===== config.mk =====
export PLATFORM = sky130hd
export DESIGN_NAME = player_bullet_ctrl
export DESIGN_NICKNAME = d
export VERILOG_FILES = /design/src/rtl/player_bullet_ctrl.sv
export SDC_FILE = /design/constraint.sdc
export NUM_CORES = 1
export LEC_CHECK = 0
export BUFFER_PORTS_ARGS = -buffer_cell sky130_fd_sc_hd__buf_2
export CAP_MARGIN = 20
export CORE_MARGIN = 4
export CORE_UTILIZATION = 35
export DETAILED_ROUTE_END_ITERATION = 12
export HOLD_SLACK_MARGIN = 0.1
export PLACE_DENSITY = 0.56
export SYNTH_ARGS = -nofsm -noshare
export SYNTH_HDL_FRONTEND = slang
export SYNTH_SLANG_ARGS = --single-unit
export TNS_END_PERCENT = 50

===== constraint.sdc =====
create_clock -name clk -period 8.1 [get_ports clk]
set_input_delay 0.405 -clock clk [delete_from_list [all_inputs] [get_ports clk]]
set_output_delay 0.405 -clock clk [all_outputs]
set_load 0.01 [all_outputs]

===== src/rtl/player_bullet_ctrl.sv =====
`default_nettype none
// ============================================================================
// Module      : player_bullet_ctrl
// Description : Player bullet pool for the shooter game. Spawns a bullet at the
//               ship on a fire request, subject to a frame-based cooldown.
//               Moves live bullets upward once per frame and retires them at
//               the top border or on a collision hit. Bullet state is read
//               through an indexed, registered read port.
// Ports       : clk, rst          - clock, async active-high reset
//               i_frame_tick      - one-cycle pulse per video frame
//               i_game_state      - game FSM state (pool active in PLAYING)
//               i_fire            - fire request pulse
//               i_player_x        - ship left-edge x
//               i_hit_valid/idx   - collision hit report (slot index)
//               i_rd_idx          - read-port slot select
//               o_rd_x/y/alive    - selected slot state (1-cycle latency)
//               o_alive_count     - number of live slots (registered)
//               o_fire_ack        - one-cycle pulse when a bullet spawns
// Revision    : 1.0 - initial release
// ============================================================================
module player_bullet_ctrl #(
  parameter int         MAX_PLAYER_BULLET   = 15,
  parameter int         PLAYER_BULLET_SPEED = 4,
  parameter int         MAX_PLAYER_COOLDOWN = 11,
  parameter int         PLAYER_CENTER_Y     = 372,
  parameter int         PLAYER_WIDTH        = 24,
  parameter int         BULLET_WIDTH        = 4,
  parameter int         BULLET_HEIGHT       = 16,
  parameter int         NONE_X              = 720,
  parameter int         NONE_Y              = 500,
  parameter logic [2:0] GAME_PLAYING        = 3'b001
) (
  input  logic       clk,
  input  logic       rst,
  input  logic       i_frame_tick,
  input  logic [2:0] i_game_state,
  input  logic       i_fire,
  input  logic [9:0] i_player_x,
  input  logic       i_hit_valid,
  input  logic [3:0] i_hit_idx,
  input  logic [3:0] i_rd_idx,
  output logic [9:0] o_rd_x,
  output logic [8:0] o_rd_y,
  output logic       o_rd_alive,
  output logic [3:0] o_alive_count,
  output logic       o_fire_ack
);

  // Cooldown counter width; at least one bit even when the cooldown is 0.
  localparam int CD_W = (MAX_PLAYER_COOLDOWN < 2) ? 1 : $clog2(MAX_PLAYER_COOLDOWN + 1);

  localparam logic [9:0]      C_NONE_X    = 10'(NONE_X);
  localparam logic [8:0]      C_NONE_Y    = 9'(NONE_Y);
  localparam logic [8:0]      C_SPEED     = 9'(PLAYER_BULLET_SPEED);
  localparam logic [9:0]      C_SPAWN_DX  = 10'((PLAYER_WIDTH - BULLET_WIDTH) / 2);
  localparam logic [8:0]      C_SPAWN_Y   = 9'(PLAYER_CENTER_Y - BULLET_HEIGHT);
  localparam logic [CD_W-1:0] C_COOLDOWN  = CD_W'(MAX_PLAYER_COOLDOWN);
  localparam logic [3:0]      C_NUM_SLOTS = 4'(MAX_PLAYER_BULLET);

  // Pool state is a pure function of the game state: there is no sequencing,
  // the pool is either held clear or running.
  localparam logic [0:0] ST_IDLE_CLEAR = 1'b0;
  localparam logic [0:0] ST_ACTIVE     = 1'b1;

  logic [9:0]                   r_x [MAX_PLAYER_BULLET];
  logic [8:0]                   r_y [MAX_PLAYER_BULLET];
  logic [MAX_PLAYER_BULLET-1:0] r_alive;
  logic [CD_W-1:0]              r_cooldown;
  logic                         r_fire_pending;

  logic [0:0]                   w_state;
  logic [MAX_PLAYER_BULLET-1:0] w_hit_vec;
  logic [3:0]                   w_free_idx;
  logic                         w_any_free;
  logic                         w_spawn;
  logic [3:0]                   w_pop;
  logic [9:0]                   w_spawn_x;

  assign w_state   = (i_game_state == GAME_PLAYING) ? ST_ACTIVE : ST_IDLE_CLEAR;
  assign w_spawn_x = i_player_x + C_SPAWN_DX;

  // Out-of-range hit indices match no slot and are therefore harmless.
  always_comb begin
    w_hit_vec = '0;
    for (int i = 0; i < MAX_PLAYER_BULLET; i++) begin
      w_hit_vec[i] = i_hit_valid && (i_hit_idx == 4'(i));
    end
  end

  // Lowest-index dead slot, based on pre-edge alive flags so a slot freed by a
  // hit in this same cycle is not eligible.
  always_comb begin
    w_free_idx = '0;
    w_any_free = 1'b0;
    for (int i = MAX_PLAYER_BULLET - 1; i >= 0; i--) begin
      if (!r_alive[i]) begin
        w_free_idx = 4'(i);
        w_any_free = 1'b1;
      end
    end
  end

  assign w_spawn = (w_state == ST_ACTIVE) && i_frame_tick && r_fire_pending &&
                   (r_cooldown == '0) && w_any_free;

  always_comb begin
    w_pop = '0;
    for (int i = 0; i < MAX_PLAYER_BULLET; i++) begin
      w_pop = w_pop + 4'(r_alive[i]);
    end
  end

  always_ff @(posedge clk or posedge rst) begin
    if (rst) begin
      for (int i = 0; i < MAX_PLAYER_BULLET; i++) begin
        r_x[i] <= C_NONE_X;
        r_y[i] <= C_NONE_Y;
      end
      r_alive        <= '0;
      r_cooldown     <= '0;
      r_fire_pending <= 1'b0;
      o_rd_x         <= C_NONE_X;
      o_rd_y         <= C_NONE_Y;
      o_rd_alive     <= 1'b0;
      o_alive_count  <= '0;
      o_fire_ack     <= 1'b0;
    end else begin
      // Read port and count sample pre-edge state, giving one cycle of latency.
      if (i_rd_idx < C_NUM_SLOTS) begin
        o_rd_x     <= r_x[i_rd_idx];
        o_rd_y     <= r_y[i_rd_idx];
        o_rd_alive <= r_alive[i_rd_idx];
      end else begin
        o_rd_x     <= C_NONE_X;
        o_rd_y     <= C_NONE_Y;
        o_rd_alive <= 1'b0;
      end
      o_alive_count <= w_pop;

      if (w_state == ST_IDLE_CLEAR) begin
        for (int i = 0; i < MAX_PLAYER_BULLET; i++) begin
          r_x[i] <= C_NONE_X;
          r_y[i] <= C_NONE_Y;
        end
        r_alive        <= '0;
        r_cooldown     <= '0;
        r_fire_pending <= 1'b0;
        o_fire_ack     <= 1'b0;
      end else begin
        o_fire_ack <= w_spawn;

        // A fire coinciding with a tick survives that tick's consumption.
        if (i_fire) begin
          r_fire_pending <= 1'b1;
        end else if (i_frame_tick) begin
          r_fire_pending <= 1'b0;
        end

        if (w_spawn) begin
          r_cooldown <= C_COOLDOWN;
        end else if (i_frame_tick && (r_cooldown != '0)) begin
          r_cooldown <= r_cooldown - 1'b1;
        end

        // Per-slot priority: spawn (into a dead slot), then hit, then move.
        for (int i = 0; i < MAX_PLAYER_BULLET; i++) begin
          if (w_spawn && (w_free_idx == 4'(i))) begin
            r_x[i]     <= w_spawn_x;
            r_y[i]     <= C_SPAWN_Y;
            r_alive[i] <= 1'b1;
          end else if (r_alive[i] && w_hit_vec[i]) begin
            r_x[i]     <= C_NONE_X;
            r_y[i]     <= C_NONE_Y;
            r_alive[i] <= 1'b0;
          end else if (r_alive[i] && i_frame_tick) begin
            if (r_y[i] < C_SPEED) begin
              r_x[i]     <= C_NONE_X;
              r_y[i]     <= C_NONE_Y;
              r_alive[i] <= 1'b0;
            end else begin
              r_y[i] <= r_y[i] - C_SPEED;
            end
          end
        end
      end
    end
  end

endmodule
`default_nettype wire


==> metrics, run 1 <==
final worst slack=4.21 ns; gr ovfl total=0; layout cells sized above 1=25.4%; CORE AREA=46500 um^2; final setup vio count=0; post-synthesis mux area share=13.4%; Clock transition at path regs=0.06 ns; Post-synth EDFFs=0; RSZ-0062 raised after global routing=no; M1 WL=21.2 mm; Die W=225 um; Post-CTS Resized=0; Adder-Cell Fraction of Synth Area=2.74%; Worst Min Path Start=i_player_x[0]; peak supply drop=0.112 mV; CTS sink cnt=299; Pleak=7.06 nW; first-pass GRT wire length=77.0 mm; H-tree Lvls=2; Critical Path RT=8.52 ns; number of global-route vias before repair=12500; Initial DRC Count=1099; dpl cell area=17200 um^2; drt via density=5.73; XOR/XNOR Fraction of Synth Area=2.88%; row count=79; final hold vios=0; detailed-routed wire length on met3=3.06 mm; CTS tree=done; Mapped Area=16400 um^2; io pins=51; complex-gate fraction of the synthesized area=14.4%; worst hold path class=input port to register; startpoint class of the critical path=register; die height=225 um; CP Launch Point=r_alive[5]; Layout Utilization=39.7%; Final Cycle Share=48.1%; synth top area cells=dfstp_2, dfrtp_1, mux4_2; Post-CTS Setup Repair Bufs=0; asr flop ratio synth=100%; Initial Utilization=35.4%; initial antenna violation count=1; power density over cell area=183 nW/um^2; yosys warns=0; die area=50500 um^2; most frequently used cell type in the post-synthesis netlist=nand2_1; DRC viols=0; WHS=0.249 ns; critical path capture point type=register; Syn Nets=1586; Least-Margin Pin Slew=1.11 ns; Post-synth top cells=nand2_1, dfstp_2, dfrtp_1; worst r2r src=r_alive[5]; main combinational cell family by area after synthesis=simple AND/OR/NAND/NOR gates; flop and latch count out of synthesis=299; setup TNS=0 ns; Synth top area share=25.6%; DP Worst Slack=4.22 ns; first-pass iteration count of the detailed router=5; CTS hold repair buffers=2; Main synth FF type=dfstp_2; sequential share of the synthesized area=46.8%; Post-DRT Antenna Nets=0; port bufs=50; Highest Signal Layer=met4; Worst Skew=0.0201 ns; fmax=257 MHz; Detail Placement HPWL=35.7 mm; Avg Cell Area, Syn=10.7 um^2; fin nets=1619; Final Max Tran Viols=0; clock tree buffer depth=3; area grow syn2layout=12.4%; Max Fanout on Critical Path=11; clock latency on the worst-skew pair=0.55 ns; routability cong.=0.921; CTS Root Cell=clkbuf_16; Post-Layout Inst Area=18500 um^2; GRT Overall Usage=19.6%; synth unique cells=95; number of max-cap violations=0; routed len/inst=22.5 um; vias=12600; cells after synthesis=1530; TritonCTS Buffers=36; Slew HR=25.5%; run status=complete, no violations; largest net degree at the start of global routing=146; Worst EP arrival=4.32 ns; WL final=49.5 mm; WS Path Type=register to register; Simple-Gate Fraction of Synth Area=15.9%; minimum clock period after layout=3.89 ns; met2 routed WL=23.8 mm; Synth area leader=dfstp_2
[cell families (layout without fill, tap and decap cells)]
logic type / Yosys count / after routing
flip-flops: 299 / 299
XOR/XNOR: 54 / 54
adder cells (fa/ha/maj): 30 / 30
AO/OA/AOI/OAI: 349 / 349
AND/OR/NAND/NOR: 526 / 526
other: 1 / 2
buffers and inverters: 142 / 202
multiplexers: 129 / 129
[stage by stage]
stage / cells / total power [mW]
after floorplan: 1530 / 1.64
after CTS: 2196 / 3.42
after global routing: 2198 / 3.50
after global placement: 2129 / 1.71
after detailed placement: 2129 / 1.71
final: 2198 / 3.39
[where the power goes]
part,leakage (nW),internal (mW),switching (mW)
registers,3.62,1.50,0.00107
logic,2.83,0.0465,0.136
clock network,0.600,1.05,0.654
total,7.06,2.59,0.791
[cells in the final DEF, fill, tap and decap left out, types with 6 or more instances in the layout]
master	count
o21ai_1	7
nand3_1	43
o22ai_1	12
fa_1	10
xor2_1	16
inv_1	66
o21ai_0	81
mux4_2	72
clkbuf_1	11
and2_1	14
clkbuf_8	7
dfrtp_1	139
and3_1	12
a22o_1	13
dfstp_2	160
nor2_1	116
buf_2	48
a2bb2oi_1	20
mux2i_1	51
nor3_1	43
or3_1	26
nor2b_1	12
a31oi_1	23
buf_4	19
o21a_1	9
a31o_2	6
mux2_2	6
clkbuf_16	36
xnor2_1	38
or4_1	8
ha_1	20
nand2b_1	14
a21oi_1	91
o22a_1	6
nand4_1	8
o2bb2ai_1	12
a21o_1	7
nor4_1	15
nand2_1	176
[registers in the layout, indices dropped and copies added (netlist names)]
signal	flops
r_fire_pending	1
o_alive_count	4
o_rd_alive	1
r_y	105
r_x	150
o_rd_y	8
o_fire_ack	1
r_cooldown	4
r_alive	15
o_rd_x	10
[critical path, cell delays in order (launching register included)]
cell     delay [ns]
dfrtp_1        0.52
inv_1          0.19
fa_1           0.53
fa_1           0.54
fa_1           0.43
fa_1           0.49
inv_1          0.05
fa_1           0.41
fa_1           0.44
xor2_1         0.18
[path summary, 6_finish.rpt]
kind | end | slack (ns) | depth (start not counted)
setup / recovery | o_alive_count[2] | 4.21 | 9
hold / removal | r_x[50] | 0.25 | 3
setup reg to reg | o_alive_count[2] | 4.21 | 9
hold reg to reg | r_x[137] | 0.48 | 2
max in group asynchronous | r_y[57] | 5.58 | 5
min in group asynchronous | r_cooldown[2] | 0.52 | 3
[area by class of cell]
class	instances	area [um^2]
Clock buffer	54	1040
Tap cell	607	759
Multi-Input combinational cell	1089	8110
Sequential cell	299	7680
Antenna cell	1	2.50
Fill cell	4495	28000
Clock inverter	11	193
Inverter	67	255
Timing Repair Buffer	70	423
[metal layers]
metal / up-vias / global-route usage [%]
li1: 5652 / -
met1: 6425 / 27.0
met2: 420 / 31.9
met3: 90 / 3.12
met4: 0 / 6.23
met5: - / 0
(Power assumes the default switching activity.)
==> run 2, diff against run 1 <==
clock period = 3.29 ns   (was 8.1 ns; I/O delays follow)
==> run 2 against run 1 <==
  * The run now ends with negative setup slack left
  * Via count up 0.78%
  * Maximum frequency rose by 12%
  * Core utilization up 0.74 points
  * Clock-buffer cell count is 1 higher
  * Wire length increased by 1.4%
  * Critical endpoint unchanged
==> metrics, run 2 (synthesis results as in run 1) <==
RSZ-0062 raised after global routing=yes; critical path capture point type=register; Pleak=7.28 nW (+3.2%); top flop regs=r_x (150), r_y (105), r_alive (15); row count=79 (unchanged); number of global-route vias before repair=12600 (+0.99%); run status=complete, but fails checks; Reg2Reg Setup Slack=-0.17 ns (-4.38 ns); clock latency on the worst-skew pair=0.57 ns (+0.02 ns); die height=225 um (unchanged); port bufs=50 (unchanged); Least-Margin Pin Slew=0.994 ns (-0.120 ns); CTS Root Cell=clkbuf_16; Initial Utilization=35.4% (unchanged); initial antenna violation count=1 (unchanged); TritonCTS Buffers=37 (+2.8%); CP Launch Point=r_alive[0]; Initial DRC Count=1186 (+7.9%); Worst Skew=0.0262 ns (+0.00611 ns); Total Power=8.19 mW (+140%); Post-DRT Antenna Nets=0 (unchanged); final hold vios=0 (unchanged); fmax=289 MHz (+12%); CORE AREA=46500 um^2 (unchanged); largest net degree at the start of global routing=100 (-32%); minimum clock period after layout=3.46 ns (-0.429 ns); layout cells sized above 1=27.8% (+2.3 points); Detail Placement HPWL=37.0 mm (+3.5%); Largest register FFs=150 (unchanged); DRC viols=0 (unchanged); clock tree buffer depth=3 (unchanged); drt via density=5.65 (-1.3%); area grow syn2layout=14.5%; first-pass GRT wire length=77.6 mm (+0.72%); Fill cells=4463 (-0.71%); final worst slack=-0.174 ns (-4.38 ns); CTS tree=done; GRT Overall Usage=19.9% (+0.30 points); Worst EP arrival=3.90 ns (-0.42 ns); number of max-cap violations=0 (unchanged); Worst Min Path Start=i_player_x[7]; Biggest register=r_x; Clock transition at path regs=0.06 ns (about the same); Critical Path RT=3.73 ns (-4.79 ns); vias=12700 (+0.78%); Max Fanout on Critical Path=2 (-9); gr ovfl total=0 (unchanged); WL final=50.2 mm (+1.4%); H-tree Lvls=2 (unchanged); most frequent cells in the layout=nand2_1, dfstp_2, dfrtp_1, nor2_1, a21oi_1; peak supply drop=0.325 mV (+190%); final setup vio count=2 (+2); routability cong.=0.928 (+0.78%); commonest non-fill, non-tap cell in the layout=nand2_1; worst r2r src=r_alive[0]; power density over cell area=436 nW/um^2 (+140%); Slew HR=33.3% (+7.7 points); startpoint class of the critical path=register; failing checks=negative setup slack; DP Worst Slack=-0.282 ns (-4.51 ns); Final Cycle Share=105% (+57 points); Post-CTS Setup Repair Bufs=0 (unchanged); first-pass iteration count of the detailed router=5 (unchanged); die area=50500 um^2 (unchanged); Final Max Tran Viols=0 (unchanged); CTS sink cnt=299 (unchanged); worst hold path class=input port to register; WS Path Type=register to register; Die W=225 um (unchanged); Layout Utilization=40.5% (+0.74 points); fin nets=1664 (+2.8%); io pins=51 (unchanged); routed len/inst=22.4 um (-0.70%)
==> run 2: worst max-delay path, cell delays in order, from the launching register on <==
cell and delay (ns):
dfrtp_1 0.39, fa_1 0.54, inv_1 0.05, fa_1 0.49, fa_1 0.43, fa_1 0.51, inv_2 0.04, fa_2 0.35
fa_2 0.39, xor2_1 0.16
==> run 2: metal layers <==
metal	global-route usage [%]	share of wire, %	routed length, um	up-vias
met5	0	0	0	-
met4	7.19	3.5	1780	0
met3	3.13	5.8	2900	84
met2	31.6	47	23500	428
met1	27.8	44	22000	6416
li1	-	-	-	5757
==> run 2: report_power, final <==
group,switching (mW),internal (mW),leakage (nW)
sequential,0.00225,3.69,3.62
combinational,0.341,0.135,3.06
clock,1.64,2.38,0.596
total,1.99,6.20,7.28
==> run 2: layout make-up <==
cell class	count	area [um^2]	share of cell area, %
repair buffers	114	798	4.24
flip-flops and latches	299	7680	40.8
diodes	1	2.50	0.0133
clock buffers	55	1080	5.77
clock inverters	12	111	0.592
inverters	67	255	1.36
well taps	607	759	4.04
multi-input cells	1089	8120	43.2
==> run 2: what timing repair did <==
item,in CTS,in global routing
hold endpoints to repair,41,0
setup endpoints to repair,3,3
resized for setup,2,2
hold buffers,5,0
==> run 2: through the flow <==
stage	instance area [um^2]	instances	TNS (ns)	hold slack [ns]
finish	18800	2244	-0.308	0.163
global placement	17600	2171	-0.423	0.369
detailed placement	17600	2171	-0.465	0.372
floorplan	16400	1530	-100.41	0.276
CTS	18800	2243	-0.335	0.133
global route	18800	2244	-0.565	0.165
==> run 2: final timing paths <==
check / endpoint / cells past startpoint
min in group asynchronous: r_fire_pending / 3
max in group asynchronous: r_x[110] / 4
min reg2reg: r_x[137] / 2
max: o_alive_count[2] / 9
min: r_x[77] / 4
max reg2reg: o_alive_count[2] / 9
